==> src/rtl/pipe_hazard_ctrl_if.sv <==
// ID-stage hazard bundle: decoded source/destination info in, pipeline control and
// operand-select out.
interface pipe_hazard_ctrl_if #(
  parameter int unsigned RA_W = 5
);
  logic            id_valid;
  logic [RA_W-1:0] id_rs;
  logic [RA_W-1:0] id_rt;
  logic            id_use_rs;
  logic            id_use_rt;
  logic            id_wr;
  logic [RA_W-1:0] id_dst;
  logic            id_load;
  logic            id_branch;
  logic            br_taken;

  logic            pc_hold;
  logic            id_bubble;
  logic            if_flush;
  logic [2:0]      fwd_a;
  logic [2:0]      fwd_b;
  logic [15:0]     stall_cnt;

  modport master (
    output id_valid, id_rs, id_rt, id_use_rs, id_use_rt, id_wr, id_dst, id_load, id_branch,
    output br_taken,
    input  pc_hold, id_bubble, if_flush, fwd_a, fwd_b, stall_cnt
  );

  modport slave (
    input  id_valid, id_rs, id_rt, id_use_rs, id_use_rt, id_wr, id_dst, id_load, id_branch,
    input  br_taken,
    output pc_hold, id_bubble, if_flush, fwd_a, fwd_b, stall_cnt
  );
endinterface

==> src/rtl/pipe_hazard_ctrl.sv <==
// Hazard controller: shift scoreboard of in-flight destinations after ID, RAW stall/forward
// decisions, and branch sequencing in freeze or predict-not-taken mode.
module pipe_hazard_ctrl #(
  parameter int unsigned DEPTH      = 3,
  parameter int unsigned RA_W       = 5,
  parameter bit          FWD_EN     = 1'b0,
  parameter bit          BR_MODE    = 1'b0,
  parameter int unsigned BR_PENALTY = 3
) (
  input logic               clk,
  input logic               arst_n,
  pipe_hazard_ctrl_if.slave hz
);

  typedef struct packed {
    logic            v;
    logic [RA_W-1:0] dst;
    logic            load;
  } sb_entry_t;

  typedef enum logic [0:0] {StRun, StBrWait} state_e;

  sb_entry_t [DEPTH-1:0] sb_q, sb_d;
  state_e                state_q;
  logic [2:0]            bc_q;
  logic [15:0]           stall_cnt_q;

  logic [DEPTH-1:0] match_a, match_b;
  logic [2:0]       youngest_a, youngest_b;
  logic             data_stall, in_br, squash, freeze, issue;
  logic             pc_hold, id_bubble;

  always_comb begin
    match_a = '0;
    match_b = '0;
    for (int k = 0; k < int'(DEPTH); k++) begin
      match_a[k] = hz.id_valid && hz.id_use_rs && (hz.id_rs != '0) && sb_q[k].v &&
                   (sb_q[k].dst == hz.id_rs);
      match_b[k] = hz.id_valid && hz.id_use_rt && (hz.id_rt != '0) && sb_q[k].v &&
                   (sb_q[k].dst == hz.id_rt);
    end
  end

  // Scan oldest to youngest so the youngest match wins.
  always_comb begin
    youngest_a = 3'd0;
    youngest_b = 3'd0;
    for (int k = int'(DEPTH) - 1; k >= 0; k--) begin
      if (match_a[k]) youngest_a = 3'(k + 1);
      if (match_b[k]) youngest_b = 3'(k + 1);
    end
  end

  always_comb begin
    if (FWD_EN) data_stall = sb_q[0].load && (match_a[0] || match_b[0]);
    else        data_stall = (|match_a) || (|match_b);
  end

  assign in_br     = (state_q == StBrWait);
  assign squash    = BR_MODE && in_br && (bc_q == 3'd1) && hz.br_taken;
  assign freeze    = !BR_MODE && in_br;
  assign issue     = !in_br && hz.id_valid && hz.id_branch && !data_stall;
  assign pc_hold   = !squash && (freeze || data_stall);
  assign id_bubble = squash || (!freeze && data_stall);

  assign hz.pc_hold   = pc_hold;
  assign hz.id_bubble = id_bubble;
  assign hz.if_flush  = squash || freeze;
  assign hz.fwd_a     = (FWD_EN && !id_bubble) ? youngest_a : 3'd0;
  assign hz.fwd_b     = (FWD_EN && !id_bubble) ? youngest_b : 3'd0;
  assign hz.stall_cnt = stall_cnt_q;

  // On a squash, entries younger than the branch are killed as they shift.
  always_comb begin
    sb_d = sb_q;
    for (int k = 1; k < int'(DEPTH); k++) begin
      sb_d[k] = sb_q[k-1];
      if (squash && (k < int'(BR_PENALTY))) sb_d[k].v = 1'b0;
    end
    sb_d[0].v    = hz.id_valid && hz.id_wr && !id_bubble && (hz.id_dst != '0);
    sb_d[0].dst  = hz.id_dst;
    sb_d[0].load = hz.id_load;
  end

  always_ff @(posedge clk or negedge arst_n) begin
    if (!arst_n) begin
      sb_q        <= '0;
      state_q     <= StRun;
      bc_q        <= 3'd0;
      stall_cnt_q <= 16'd0;
    end else begin
      sb_q <= sb_d;
      if (pc_hold && (stall_cnt_q != 16'hFFFF)) stall_cnt_q <= stall_cnt_q + 16'd1;
      unique case (state_q)
        StRun: begin
          if (issue) begin
            state_q <= StBrWait;
            bc_q    <= 3'(BR_PENALTY);
          end
        end
        StBrWait: begin
          // A data stall freezes the countdown only when fetch is not already frozen.
          if (squash || ((bc_q == 3'd1) && (freeze || !data_stall))) begin
            state_q <= StRun;
            bc_q    <= 3'd0;
          end else if (freeze || !data_stall) begin
            bc_q <= bc_q - 3'd1;
          end
        end
        default: begin
          state_q <= StRun;
          bc_q    <= 3'd0;
        end
      endcase
    end
  end

endmodule
==> src/flat_wrapper.sv <==
// flat-port wrapper written by rule: the top's interface ports become plain ports
module pipe_hazard_ctrl_flat 
#(
  parameter int unsigned DEPTH      = 3,
  parameter int unsigned RA_W       = 5,
  parameter bit          FWD_EN     = 1'b0,
  parameter bit          BR_MODE    = 1'b0,
  parameter int unsigned BR_PENALTY = 3
)
  (clk, arst_n, hz_id_valid, hz_id_rs, hz_id_rt, hz_id_use_rs, hz_id_use_rt, hz_id_wr, hz_id_dst, hz_id_load, hz_id_branch, hz_br_taken, hz_pc_hold, hz_id_bubble, hz_if_flush, hz_fwd_a, hz_fwd_b, hz_stall_cnt);
  pipe_hazard_ctrl_if #(.RA_W(RA_W)) hz_i ();
  input logic clk;
  input logic arst_n;
  input wire logic [$bits(hz_i.id_valid)-1:0] hz_id_valid;
  input wire logic [$bits(hz_i.id_rs)-1:0] hz_id_rs;
  input wire logic [$bits(hz_i.id_rt)-1:0] hz_id_rt;
  input wire logic [$bits(hz_i.id_use_rs)-1:0] hz_id_use_rs;
  input wire logic [$bits(hz_i.id_use_rt)-1:0] hz_id_use_rt;
  input wire logic [$bits(hz_i.id_wr)-1:0] hz_id_wr;
  input wire logic [$bits(hz_i.id_dst)-1:0] hz_id_dst;
  input wire logic [$bits(hz_i.id_load)-1:0] hz_id_load;
  input wire logic [$bits(hz_i.id_branch)-1:0] hz_id_branch;
  input wire logic [$bits(hz_i.br_taken)-1:0] hz_br_taken;
  output wire logic [$bits(hz_i.pc_hold)-1:0] hz_pc_hold;
  output wire logic [$bits(hz_i.id_bubble)-1:0] hz_id_bubble;
  output wire logic [$bits(hz_i.if_flush)-1:0] hz_if_flush;
  output wire logic [$bits(hz_i.fwd_a)-1:0] hz_fwd_a;
  output wire logic [$bits(hz_i.fwd_b)-1:0] hz_fwd_b;
  output wire logic [$bits(hz_i.stall_cnt)-1:0] hz_stall_cnt;
  assign hz_i.id_valid = hz_id_valid;
  assign hz_i.id_rs = hz_id_rs;
  assign hz_i.id_rt = hz_id_rt;
  assign hz_i.id_use_rs = hz_id_use_rs;
  assign hz_i.id_use_rt = hz_id_use_rt;
  assign hz_i.id_wr = hz_id_wr;
  assign hz_i.id_dst = hz_id_dst;
  assign hz_i.id_load = hz_id_load;
  assign hz_i.id_branch = hz_id_branch;
  assign hz_i.br_taken = hz_br_taken;
  assign hz_pc_hold = hz_i.pc_hold;
  assign hz_id_bubble = hz_i.id_bubble;
  assign hz_if_flush = hz_i.if_flush;
  assign hz_fwd_a = hz_i.fwd_a;
  assign hz_fwd_b = hz_i.fwd_b;
  assign hz_stall_cnt = hz_i.stall_cnt;
  pipe_hazard_ctrl #(.DEPTH(DEPTH), .RA_W(RA_W), .FWD_EN(FWD_EN), .BR_MODE(BR_MODE), .BR_PENALTY(BR_PENALTY)) u_core (.clk(clk), .arst_n(arst_n), .hz(hz_i));
endmodule
==> config.mk <==
export PLATFORM = sky130hd
export DESIGN_NAME = pipe_hazard_ctrl_flat
export DESIGN_NICKNAME = d
export VERILOG_FILES = /design/src/rtl/pipe_hazard_ctrl_if.sv /design/src/rtl/pipe_hazard_ctrl.sv /design/src/flat_wrapper.sv
export SDC_FILE = /design/constraint.sdc
export NUM_CORES = 1
export LEC_CHECK = 0
export CORE_MARGIN = 5
export CORE_UTILIZATION = 35
export DETAILED_ROUTE_END_ITERATION = 8
export PLACE_DENSITY = 0.72
export SLEW_MARGIN = 5
export SYNTH_ARGS = -nofsm -noshare
export SYNTH_HDL_FRONTEND = slang
export SYNTH_SLANG_ARGS = --single-unit
==> constraint.sdc <==
create_clock -name clk -period 4.7 [get_ports clk]
set_input_delay 0.94 -clock clk [delete_from_list [all_inputs] [get_ports clk]]
set_output_delay 0.94 -clock clk [all_outputs]
set_load 0.01 [all_outputs]
==> flow_summary_export.csv <==
group,metric,value,unit
placement,dp_hpwl,3125,um
die,fp.dieW,84.34,um
synthesis,yosys.area_share.simple,0.1721,
min_path,hold-path-cell-count,0,
job,cap_violations,0,
grt,grt_max_degree,39,
cells_and_area,syn2layout_area_growth,31.37,%
setup_path,path_class,"in2out",
die,ioPinCount,49,
die,initial_core_util,0.3556,
setup_path,worstPathCellList,"clkdlybuf4s50_1, xor2_1, nor4_1, nand3_1, nand3_1, a21o_1, nor2b_1, clkdlybuf4s50_1",
synthesis,synthesis.area,1934,um2
detailed_routing,wl_per_cell,14.35,um
clock_network,cts_buffers,5,
cells_and_area,register_area,950.9,um2
clock_network,cts_resized,0,
setup_path,critPathMaxStageDelay,570,ps
clock_network,cts_max_path_buffers,2,
synthesis,synth.area.top_cells,"dfrtp_1 (49%), xor2_1 (17%), xnor2_1 (3.6%), nor4_1 (3.6%), nand3_1 (3.1%)",
grt,antenna_found_initial,0,
detailed_routing,drc,0,
setup_path,r2r_cells,7,
detailed_routing,wl_met3,315,um
synthesis,ys_warn_count,0,
detailed_routing,drtIter0Drc,44,
cells_and_area,final_cell_mix,"clkdlybuf4s50_1 (40), dfrtp_1 (38), xor2_1 (37), nand3_1 (12), nor4_1 (11)",
setup_path,rrSetupSlack,2420,ps
detailed_routing,wl,4205,um
detailed_routing,drtPass1Iterations,6,
clock_network,cts_tree,"done",
synthesis,yosysTopAreaCell,"dfrtp_1",
synthesis,synthCells,174,
sta,setup_viol,0,
synthesis,ys_seq_elements,38,
setup_path,r2r_start,"u_core.hz.stall_cnt[0]$_DFFE_PN0P_",
cells_and_area,mostFrequentLayoutCell,"clkdlybuf4s50_1",
setup_path,critPathBufInv,2,
synthesis,synth-compound-area-share,0.05886,
grt,grt_overflow,0,
setup_path,start_kind,"primary input",
sta,slew_headroom,0.4766,
clock_network,clkTransAtPathRegs,70,ps
synthesis,synth.area.mux_share,0.007762,
die,die-area,7113,um2
placement,io_buffers,40,
die,die-height,84.34,um
setup_path,crit_required,3760,ps
sta,post-route-period-util,0.8917,
cells_and_area,drive_above_1_share,0.08145,
cells_and_area,multi_input_area,915.9,um2
setup_path,crit_family,"buffers and inverters",
detailed_routing,drt-met1-wl,1948,um
setup_path,crit_cells,8,
sta,rsz0062_at_grt,"false",
grt,grt_util_all_layers,0.1279,
clock_network,clockRootBuffer,"clkbuf_8",
cells_and_area,nets,247,
cells_and_area,final_area,2541,um2
die,fp.coreArea,5439,um2
cells_and_area,final_util,0.4672,
synthesis,synthDistinctLibCells,35,
min_path,hp-class,"reg2reg",
cells_and_area,antennaDiodeCount,0,
setup_path,r2r_end,"u_core.hz.stall_cnt[1]$_DFFE_PN0P_",
cells_and_area,fillerInstances,505,
sta,hold_viol,0,
power_and_ir_drop,ir_drop,335.4,uV
clock_network,clock-sinks,38,
detailed_routing,routed-wl-met2,1883,um
sta,slew_violations,0,
sta,clock.fmax,238.6,MHz
synthesis,synth_top_family_by_area,"XOR/XNOR gates",
setup_path,path_max_fanout,4,
setup_path,cp_data_arrival_time,3250,ps
clock_network,h-tree-depth,2,
detailed_routing,ant_nets,0,
sta,min_period,4191,ps
sta,fin_setup_tns,0,ps
setup_path,critPathCaptureType,"primary output",
power_and_ir_drop,cellLeakagePower,1.120,nW
synthesis,yosysSeqAreaShare,0.4916,
clock_network,clk_latency,290,ps
die,fp-row-count,27,
clock_network,post_cts_buffers,0,
setup_path,cpMaxStageDelayCell,"clkdlybuf4s50_1",
detailed_routing,num_vias,1401,
placement,gp_congestion,0.8082,
sta,tightest_slew,779.2,ps
synthesis,syn_avg_cell_area,11.12,um2
synthesis,synthXorXnorAreaFrac,0.2038,
min_path,hold_path_end,"u_core.sb_q[20]$_DFF_PN0_",
synthesis,synth_top_cell_area_share,0.4916,
detailed_routing,via_per_inst,4.782,
grt,grt_pass1_vias,1526,
power_and_ir_drop,p_per_area,433.8,nW/um2
placement,placed_area,2399,um2
synthesis,synthAdderAreaFrac,0.01940,
grt,grt_pass1_wl,7279,um
clock_network,ctsHoldBuffers,0,
status,status,"complete, no violations",
sta,finalClockSkew,6.679,ps
detailed_routing,maxUsedRoutingLayer,"met4",
min_path,min_from,"u_core.sb_d[20]$_DFF_PN0_",
==> worst reg2reg max path, stage by stage (launching register included) <==
cell	delay, ps
dfrtp_1	410
ha_1	190
nand3_1	120
nor2_1	130
nand3_1	230
nor4_4	650
nor2_2	110
mux2_4	330
==> area by class of cell <==
cell class	instances	area share
Multi-Input combinational cell	126	0.3604
Clock buffer	6	0.03250
Inverter	7	0.01034
Timing Repair Buffer	42	0.1635
Sequential cell	38	0.3742
Tap cell	72	0.03545
Clock inverter	2	0.02363
==> synthesized netlist by cell type <==
cell,count
o211ai_1,2
xor2_1,37
nor4_4,1
a31oi_2,1
a211oi_4,1
o21ai_0,3
nor4_1,11
or4_1,3
o21bai_1,1
o21a_1,1
ha_1,3
nor3b_1,1
nor2b_1,2
xnor2_1,8
clkbuf_1,1
o211ai_2,1
inv_1,6
and3_1,3
nor2_2,1
dfrtp_1,38
buf_4,6
a21boi_0,1
nor4_2,1
nor2_1,4
buf_6,1
conb_1,1
a2bb2oi_1,1
mux2_4,1
a21o_1,1
nand3_1,12
and2_1,1
inv_2,1
nand2_1,9
nor3_1,7
nand4_1,2
==> power breakdown <==
part	internal, mW	leakage, nW	switching, mW	total (mW)
Combinational	0.170	0.588	0.142	0.312
Sequential	0.382	0.460	0.0658	0.448
Clock	0.226	0.0714	0.116	0.343
Total	0.779	1.12	0.324	1.10
==> metrics by stage <==
step	setup slack (ps)	hold slack, ps	std cells	power, mW
after detailed placement	499.5	400.3	285	0.7683
after global routing	302.3	421.6	293	1.169
after global placement	485.4	394.6	285	0.7581
after floorplan	1482	373.1	179	0.6261
final	508.9	412.5	293	1.102
after CTS	482.0	417.4	293	1.116
==> registers in the layout, summed over array words and instances, names as in the netlist <==
register and flops:
u_core.bc_q 3, u_core.hz.if_flush 1, u_core.hz.stall_cnt 16, u_core.sb_d 12
u_core.sb_q 6
==> metal layers <==
metal,vias up,GRT usage
li1,681,-
met5,-,0
met2,49,0.1951
met1,665,0.1677
met3,6,0.05005
met4,0,0.04029
==> how the worst max path moves through the flow <==
stage	start	endpoint
6_report	hz_id_rs[1]	hz_id_bubble
5_1_grt	hz_id_rt[1]	hz_id_bubble
4_1_cts	hz_id_rs[3]	hz_id_bubble
3_5_place_dp	hz_id_rs[3]	hz_id_bubble
3_3_place_gp	hz_id_rt[2]	hz_id_bubble
2_1_floorplan	hz_id_rs[0]	hz_pc_hold
==> cells by family (layout without fill, tap and decap cells) <==
logic type	Yosys count	count (layout)
compound gates	13	13
buf+inv	15	57
other cells	1	6
fa+ha+maj	3	3
simple gates	58	58
flops	38	38
mux	1	1
xor+xnor	45	45
(Power assumes the default switching activity.)
